## src/rtl/mem_stage_ctrl_if.sv

```systemverilog
// Bus bundle between the pipeline MEM stage controller and its environment:
// pipeline request/response signals plus the 16-bit external SRAM pins.
interface mem_stage_ctrl_if;
  // Pipeline handshake: a request (wr_en or rd_en) is taken when the controller
  // is idle; ready stays low while the access is in flight, freezing upstream
  // stages, and returns high for exactly one DONE cycle before the next request.
  logic        wr_en;
  logic        rd_en;
  logic [31:0] address;
  logic [31:0] write_data;
  logic [31:0] read_data;
  logic        ready;
  logic [17:0] sram_addr;
  logic [15:0] sram_dq_out;
  logic        sram_dq_oe;
  logic        sram_we_n;
  logic [15:0] sram_dq_in;

  modport master (
    output wr_en, rd_en, address, write_data, sram_dq_in,
    input  read_data, ready, sram_addr, sram_dq_out, sram_dq_oe, sram_we_n
  );

  modport slave (
    input  wr_en, rd_en, address, write_data, sram_dq_in,
    output read_data, ready, sram_addr, sram_dq_out, sram_dq_oe, sram_we_n
  );
endinterface

```

## src/rtl/mem_stage_ctrl.sv

```systemverilog
// MEM stage controller: splits a 32-bit load/store into two 16-bit SRAM
// half-accesses of ACCESS_CYCLES cycles each, stalling the pipeline meanwhile.
module mem_stage_ctrl #(
  parameter int unsigned ACCESS_CYCLES = 2,
  parameter logic [31:0] BASE_ADDR     = 32'd1024
) (
  input  logic              clk,
  input  logic              rst,
  mem_stage_ctrl_if.slave   bus,
  output logic [1:0]        state_dbg
);

  typedef enum logic [1:0] {IDLE = 2'd0, LO = 2'd1, HI = 2'd2, DONE = 2'd3} state_t;

  localparam logic [2:0] LAST = 3'(ACCESS_CYCLES - 1);

  state_t      state, state_nx;
  logic [2:0]  cnt, cnt_nx;
  logic        op_wr;
  logic [31:0] addr_q;
  logic [31:0] wdata_q;
  logic [31:0] rdata_q;
  logic        req;
  logic        last;
  logic [31:0] off;
  logic        off_unused;

  logic        ready_c;
  logic [17:0] sram_addr_c;
  logic [15:0] sram_dq_out_c;
  logic        sram_dq_oe_c;
  logic        sram_we_n_c;

  assign req  = bus.wr_en | bus.rd_en;
  assign last = (cnt == LAST);
  // Offset wraps modulo 2^32; only bits 18:2 select the halfword pair.
  assign off        = addr_q - BASE_ADDR;
  assign off_unused = ^{off[31:19], off[1:0]};

  always_ff @(posedge clk or negedge rst) begin
    if (!rst) begin
      state <= IDLE;
      cnt   <= 3'd0;
    end else begin
      state <= state_nx;
      cnt   <= cnt_nx;
    end
  end

  // Request is latched on IDLE->LO; a simultaneous wr_en/rd_en counts as a write.
  always_ff @(posedge clk or negedge rst) begin
    if (!rst) begin
      op_wr   <= 1'b0;
      addr_q  <= 32'd0;
      wdata_q <= 32'd0;
    end else if (state == IDLE && req) begin
      op_wr   <= bus.wr_en;
      addr_q  <= bus.address;
      wdata_q <= bus.write_data;
    end
  end

  always_ff @(posedge clk or negedge rst) begin
    if (!rst) begin
      rdata_q <= 32'd0;
    end else if (!op_wr && last) begin
      if (state == LO)      rdata_q[15:0]  <= bus.sram_dq_in;
      else if (state == HI) rdata_q[31:16] <= bus.sram_dq_in;
    end
  end

  always_comb begin
    state_nx      = state;
    cnt_nx        = cnt;
    ready_c       = 1'b1;
    sram_addr_c   = 18'd0;
    sram_dq_out_c = 16'd0;
    sram_dq_oe_c  = 1'b0;
    sram_we_n_c   = 1'b1;
    case (state)
      IDLE: begin
        if (req) begin
          state_nx = LO;
          cnt_nx   = 3'd0;
          ready_c  = 1'b0;
        end
      end
      LO: begin
        ready_c       = 1'b0;
        sram_addr_c   = {off[18:2], 1'b0};
        sram_dq_out_c = op_wr ? wdata_q[15:0] : 16'd0;
        sram_dq_oe_c  = op_wr;
        sram_we_n_c   = ~op_wr;
        if (last) begin
          state_nx = HI;
          cnt_nx   = 3'd0;
        end else begin
          cnt_nx = cnt + 3'd1;
        end
      end
      HI: begin
        ready_c       = 1'b0;
        sram_addr_c   = {off[18:2], 1'b1};
        sram_dq_out_c = op_wr ? wdata_q[31:16] : 16'd0;
        sram_dq_oe_c  = op_wr;
        sram_we_n_c   = ~op_wr;
        if (last) begin
          state_nx = DONE;
          cnt_nx   = 3'd0;
        end else begin
          cnt_nx = cnt + 3'd1;
        end
      end
      DONE: begin
        state_nx = IDLE;
      end
      default: begin
        state_nx = IDLE;
        cnt_nx   = 3'd0;
      end
    endcase
    // A pending request must not stall the pipeline while reset is held.
    if (!rst) ready_c = 1'b1;
  end

  assign bus.ready       = ready_c;
  assign bus.read_data   = rdata_q;
  assign bus.sram_addr   = sram_addr_c;
  assign bus.sram_dq_out = sram_dq_out_c;
  assign bus.sram_dq_oe  = sram_dq_oe_c;
  assign bus.sram_we_n   = sram_we_n_c;
  assign state_dbg       = state;

endmodule

```

## src/flat_wrapper.sv

```systemverilog
// flat-port wrapper written by rule: the top's interface ports become plain ports
module mem_stage_ctrl_flat 
#(
  parameter int unsigned ACCESS_CYCLES = 2,
  parameter logic [31:0] BASE_ADDR     = 32'd1024
)
  (clk, rst, state_dbg, bus_wr_en, bus_rd_en, bus_address, bus_write_data, bus_sram_dq_in, bus_read_data, bus_ready, bus_sram_addr, bus_sram_dq_out, bus_sram_dq_oe, bus_sram_we_n);
  mem_stage_ctrl_if bus_i ();
  input  logic clk;
  input  logic rst;
  output logic [1:0] state_dbg;
  input wire logic [$bits(bus_i.wr_en)-1:0] bus_wr_en;
  input wire logic [$bits(bus_i.rd_en)-1:0] bus_rd_en;
  input wire logic [$bits(bus_i.address)-1:0] bus_address;
  input wire logic [$bits(bus_i.write_data)-1:0] bus_write_data;
  input wire logic [$bits(bus_i.sram_dq_in)-1:0] bus_sram_dq_in;
  output wire logic [$bits(bus_i.read_data)-1:0] bus_read_data;
  output wire logic [$bits(bus_i.ready)-1:0] bus_ready;
  output wire logic [$bits(bus_i.sram_addr)-1:0] bus_sram_addr;
  output wire logic [$bits(bus_i.sram_dq_out)-1:0] bus_sram_dq_out;
  output wire logic [$bits(bus_i.sram_dq_oe)-1:0] bus_sram_dq_oe;
  output wire logic [$bits(bus_i.sram_we_n)-1:0] bus_sram_we_n;
  assign bus_i.wr_en = bus_wr_en;
  assign bus_i.rd_en = bus_rd_en;
  assign bus_i.address = bus_address;
  assign bus_i.write_data = bus_write_data;
  assign bus_i.sram_dq_in = bus_sram_dq_in;
  assign bus_read_data = bus_i.read_data;
  assign bus_ready = bus_i.ready;
  assign bus_sram_addr = bus_i.sram_addr;
  assign bus_sram_dq_out = bus_i.sram_dq_out;
  assign bus_sram_dq_oe = bus_i.sram_dq_oe;
  assign bus_sram_we_n = bus_i.sram_we_n;
  mem_stage_ctrl #(.ACCESS_CYCLES(ACCESS_CYCLES), .BASE_ADDR(BASE_ADDR)) u_core (.clk(clk), .rst(rst), .bus(bus_i), .state_dbg(state_dbg));
endmodule
```

## config.mk

```make
export PLATFORM = sky130hd
export DESIGN_NAME = mem_stage_ctrl_flat
export DESIGN_NICKNAME = d
export VERILOG_FILES = /design/src/rtl/mem_stage_ctrl_if.sv /design/src/rtl/mem_stage_ctrl.sv /design/src/flat_wrapper.sv
export SDC_FILE = /design/constraint.sdc
export NUM_CORES = 1
export LEC_CHECK = 0
export ABC_CLOCK_PERIOD_IN_PS = 2600
export BUFFER_PORTS_ARGS = -buffer_cell sky130_fd_sc_hd__buf_2
export CAP_MARGIN = 20
export CORE_MARGIN = 3
export CORE_UTILIZATION = 48
export DETAILED_ROUTE_END_ITERATION = 8
export GPL_ROUTABILITY_DRIVEN = 1
export PLACE_DENSITY = 0.81
export SLEW_MARGIN = 15
export SYNTH_ARGS = -nofsm -noshare
export SYNTH_HDL_FRONTEND = slang
export SYNTH_SLANG_ARGS = --single-unit
```

## constraint.sdc

```tcl
create_clock -name clk -period 2.6 [get_ports clk]
set_clock_uncertainty 0.15 [all_clocks]
set_input_delay 0.26 -clock clk [delete_from_list [all_inputs] [get_ports clk]]
set_output_delay 0.26 -clock clk [all_outputs]
set_load 0.005 [all_outputs]
```

* Word-level counts from Yosys, hierarchy flattened
Cells that the tools add are included.
** Cells by class
- Add/sub/neg operators :: 2
- $mul :: 0
- Div/mod/pow operators :: 0
- Order comparisons :: 0
- Eq/ne operators :: 7
- Shift operators :: 0
- Multiplexer cells :: 16
- Bitwise operators :: 3
- Reduce and logical (&&, ||, !) cells :: 10
** Operator list (count)
- $pmux W18 S2 :: 1
- $mux W16 :: 2
- $pmux W16 S2 :: 1
- $sub A19 B11 Y19 const B :: 1
- $pmux W2 S4 :: 1
- $mux W2 :: 3
- $mux W3 :: 2
- $ne A2 B1 Y1 const B :: 3
- $pmux W3 S2 :: 1
- $reduce_and A3 Y1 :: 2
- $eq A2 B2 Y1 const B :: 2
- $mux W1 :: 4
- $reduce_and A2 Y1 :: 2
- $add A3 B1 Y3 const B :: 1
- $eq A3 B1 Y1 const B :: 1
- $eq A2 B1 Y1 const B :: 1
- $logic_and A1 B1 Y1 :: 2
- $logic_not A2 Y1 :: 1
- $not A1 Y1 :: 2
- $pmux W1 S2 :: 1
- $reduce_bool A2 Y1 :: 1
- $reduce_or A2 Y1 :: 1
- $logic_not A1 Y1 :: 1
- $or A1 B1 Y1 :: 1
** Storage, ports and cells
- Flip-flop bits (word level) :: 89
- Latch bits :: 0
- Memory bits (writable) :: 0
- Memory bits (read-only) :: 0
- Input port bits :: 84
- Word-level logic and storage cells :: 45
- Memories kept :: 0

* Logic depth before layout (Yosys ltp)
- Depth in word-level cells :: 4
- Depth in mapped cells :: 6
- Depth with buffers taken out :: 5

* Least setup slack after synthesis
Ideal clock, no wire load.
- Path type :: reg2out
- From :: register u_core.addr_q[10]
- To :: output port bus_sram_addr[17]
- Arrival :: 1.641 ns
- Required time :: 2.190 ns
- Setup slack :: 0.549 ns
- Cell stages (with the launch flop) :: 6
- Buffers on the path :: 0
- Cells stage by stage :: dfrtp_1 inv_1 ha_1 or3b_4 or4_1 a21oi_1
** On the way
- Longest elaborated chain between the ends :: 2
** RTL lines
- start, declared :: line mem_stage_ctrl.sv:20 : logic [31:0] addr_q;
- start signal, assigned :: line mem_stage_ctrl.sv:58 : addr_q <= bus.address;
- $sub A19 B11 Y19 :: line mem_stage_ctrl.sv:37 : assign off = addr_q - BASE_ADDR;
- $pmux W18 S2 :: line mem_stage_ctrl.sv:80 : case (state)
- end, declared :: line flat_wrapper.sv:19 : output wire logic [$bits(bus_i.sram_addr)-1:0] bus_sram_addr;
No other way between the ends.

* Worst setup path in the final report
- From :: register u_core.addr_q[11]
- To :: output port bus_sram_addr[17]
Same word-level chain as after synthesis.

==> key figures <==
Status
  – Status: complete, no violations

Critical path
  – CP max stage delay: 0.51 ns
  – Critical Path Start Type: flip-flop
  – Worst Setup End Kind: output pin
  – Critical path required time: approximately 2.2 ns
  – Crit-path leading delay family: simple AND/OR/NAND/NOR gates
  – Critical path class: flip-flop to output pin
  – CP Data Arrival Time: 2.16 ns
  – Critical Path Fanout Max: 4
  – Crit path max-delay cell type: or4_1
  – Buf/Inv on CP: 2
  – Cell Chain, Critical Path: inv_1, ha_2, or3b_4, or4_1, a21oi_2, buf_2
  – Stages on worst setup path: 6
  – Reg2Reg Depth: 5

GRT
  – Vias in the first global route: around 3300
  – Overflow after GRT: 0
  – First-pass GRT wire length: 15400 µm
  – Antenna violations before repair: 0
  – Largest net degree at the start of global routing: 88
  – Gr usage total: 22.2%

Logic synthesis
  – Compound-gate portion of the synthesized area: between 6 and 7%
  – Post-synthesis cell area: 3800 µm²
  – Mux share of post-synthesis cell area: 24.3%
  – Synth area leaders: dfrtp_1 57%, mux2_2 24%, a22oi_1 3.2%
  – Syn nets: between 300 and 400
  – Seq/Total Area, Yosys: 57.2%
  – Area leader, netlist: dfrtp_1
  – Post-Synth XOR/XNOR Area: 0.461%
  – Synth top area share: between 50% and 60%
  – Post-synth cell types: 34
  – Main combinational cell family by area after synthesis: multiplexers
  – Syn Area/Cell: between 10 and 15 µm²
  – Post-Synth Adder-Cell Area: 1.32%
  – Synth Area in Simple Gates: 8.16%
  – Ys Warns: 0
  – Mapped Cells: 287
  – Yosys reg bits: 87

Placed design
  – DP HPWL: 6270 µm
  – Placed insts: 517
  – Gpl congestion: 0.752
  – Input/output buffers: 139

Floorplanning
  – Core region area: 7490 µm²
  – Die Ht: 95.0 µm
  – Initial Util: 50.8%
  – Die area: around 9000 µm²
  – Site Rows: 31
  – Die X: 95.0 µm
  – Io pins: 155

Cells and area
  – Fin cells: 586
  – N_diodes: 0
  – Final Util: 72.0%
  – Final net count: 572
  – Most common library cell in the layout ignoring fill and taps: buf_2
  – Synthesis-to-layout area growth: 41.8%
  – Commonest non-fill, non-tap cells in the layout: 138 x buf_2, 87 x dfrtp_1, 82 x mux2_2, 53 x dlygate4sd3_1, 24 x nor2_1
  – Share of cells above drive strength 1: 52.0%

Pwr
  – Pint: 4.05 mW
  – Peak supply drop: 0.586 mV
  – Switching Fraction: 34.3%
  – Pwr dens: about 1100 nW/µm²
  – NetSw: 2.11 mW
  – Cell leakage power: 2.58 nW
  – Combinational power share: 45.1%
  – Sequential share of power: between 30% and 40%
  – Fraction of power consumed by the clock network: 15.2%

Timing
  – Max-slew violations: 0
  – Final period utilization: 98.9%
  – Worst Tran Pin Value: between 0.9 and 1 ns
  – Tmin final: 2.57 ns
  – Final Hold Viols: 0
  – # setup viols final: 0
  – Peak Freq: 0.389 GHz
  – Max transition margin: between 30% and 40%
  – RSZ-0062 raised after global routing: true

Worst hold path
  – Worst Hold Depth: 2
  – Worst hold path class: input port to flip-flop

Clock network
  – Clock sink total: 87
  – H-tree Lvls: 3
  – CTS tree: built
  – CTS clock-pin slew for the worst setup and hold paths: 0.08 ns
  – Clock latency on the worst-skew pair: 0.34 ns
  – CTS max path bufs: 2
  – Clk root buf: clkbuf_8
  – Inserted Clock Buffers: 9

Routing
  – Via Count: 3032
  – WL final: 9780 µm
  – DRC: 0
  – Vias per cell: around 5.2
  – 1st-iter DRT viols: 129
  – ANT nets after route: 0
  – Routed len/inst: approximately 17 µm
  – DRT Pass-1 Iters: 4

Job
  – Number of max-cap violations: 0
worst register-to-register path, delay by kind of cell (launching register included):
kind,cells,cell delay (ns)
AOI/OAI and AO/OA,1,0.14
adders and majority gates,1,0.32
buffers and inverters,1,0.11
DFF,1,0.40
muxes,1,0.37
and+or+nand+nor,1,0.52
metal layers:
layer	vias to the layer above	global-route usage (%)	routed length, µm
met3	15	5.37	466
met2	105	40.1	5270
met4	0	7.09	150
li1	1409	-	-
met5	-	0	0
met1	1503	26.0	3900
cell usage after synthesis:
cell type,instances
o21ai_1,2
buf_1,2
o31ai_1,3
nand2_2,2
a21oi_1,5
xnor2_1,1
buf_2,8
and3_1,1
ha_1,4
or3b_4,1
nand3b_1,1
nor2_1,24
nand2_1,7
or3b_2,1
o21ai_0,7
or4_1,1
nor4b_4,1
a22oi_1,16
a22o_1,1
o22ai_1,1
or3_1,3
and2_1,8
mux2_2,82
dfrtp_1,87
a211o_1,1
clkbuf_1,3
nor2b_1,1
inv_1,6
or2_2,1
a21boi_0,1
nor4b_1,1
xor2_1,1
nor3b_1,2
or4_4,1
area by class of cell:
| class | instances | area (µm²) |
|---|---|---|
| Sequential cell | 87 | 2180 |
| Multi-Input combinational cell | 181 | 1570 |
| Timing Repair Buffer | 199 | 1310 |
| Tap cell | 99 | 124 |
| Clock buffer | 11 | 151 |
| Inverter | 6 | 22.5 |
| Fill cell | 523 | 2090 |
| Clock inverter | 3 | 43.8 |
worst paths after layout:
path                                          start                  endpoint  slack [ns]
max                               u_core.addr_q[11]         bus_sram_addr[17]        0.03
min reg2reg                u_core.bus.read_data[31]  u_core.bus.read_data[31]        0.35
min in group asynchronous                       rst        u_core.wdata_q[14]        0.35
max reg2reg                     u_core.state_dbg[0]       u_core.state_dbg[1]        0.49
max in group asynchronous                       rst          u_core.addr_q[5]        1.55
min                              bus_write_data[19]        u_core.wdata_q[19]        0.01
metrics by stage:
| stage | cell area, µm² | TNS [ns] | power (mW) | setup WS [ns] | hold WS, ns |
|---|---|---|---|---|---|
| after floorplan | 3800 | 0 | 4.09 | 0.549 | -0.186 |
| after global placement | 4640 | 0 | 5.00 | 0.411 | 0.229 |
| after detailed placement | 4640 | 0 | 5.16 | 0.389 | 0.235 |
| after CTS | 5360 | 0 | 6.17 | 0.0271 | 0.00126 |
| after global routing | 5390 | -0.0597 | 6.59 | -0.0505 | 0.00331 |
| final | 5390 | 0 | 6.17 | 0.0279 | 0.0129 |
cell families after synthesis:
family                   Yosys count
flip-flops                        87
multiplexers                      82
AND/OR/NAND/NOR                   56
AO/OA/AOI/OAI                     37
buffers and inverters             19
adder cells (fa/ha/maj)            4
XOR/XNOR                           2
registers in the layout, summed over array words and instances (netlist names):
name                  cells
u_core.bus.read_data     32
u_core.addr_q            17
u_core.op_wr              1
u_core.cnt                3
u_core.wdata_q           32
u_core.state_dbg          2
power by group through the flow:
stage | sequential, mW | clock [mW] | combinational, mW
global route | 2.53 | 1.00 | 3.06
finish | 2.45 | 0.935 | 2.78
floorplan | 2.40 | 0 | 1.69
CTS | 2.44 | 0.956 | 2.78
detailed placement | 2.46 | 0 | 2.69
global placement | 2.40 | 0 | 2.60
what timing repair did:
action | in CTS | in global routing
hold buffers | 52 | 1
setup endpoints to repair | 1 | 2
setup buffers | 1 | 1
gates resized for setup | 0 | 3
endpoints found under the hold margin | 143 | 1
pin swaps | 0 | 1
Power figures use the tool's default switching activity.
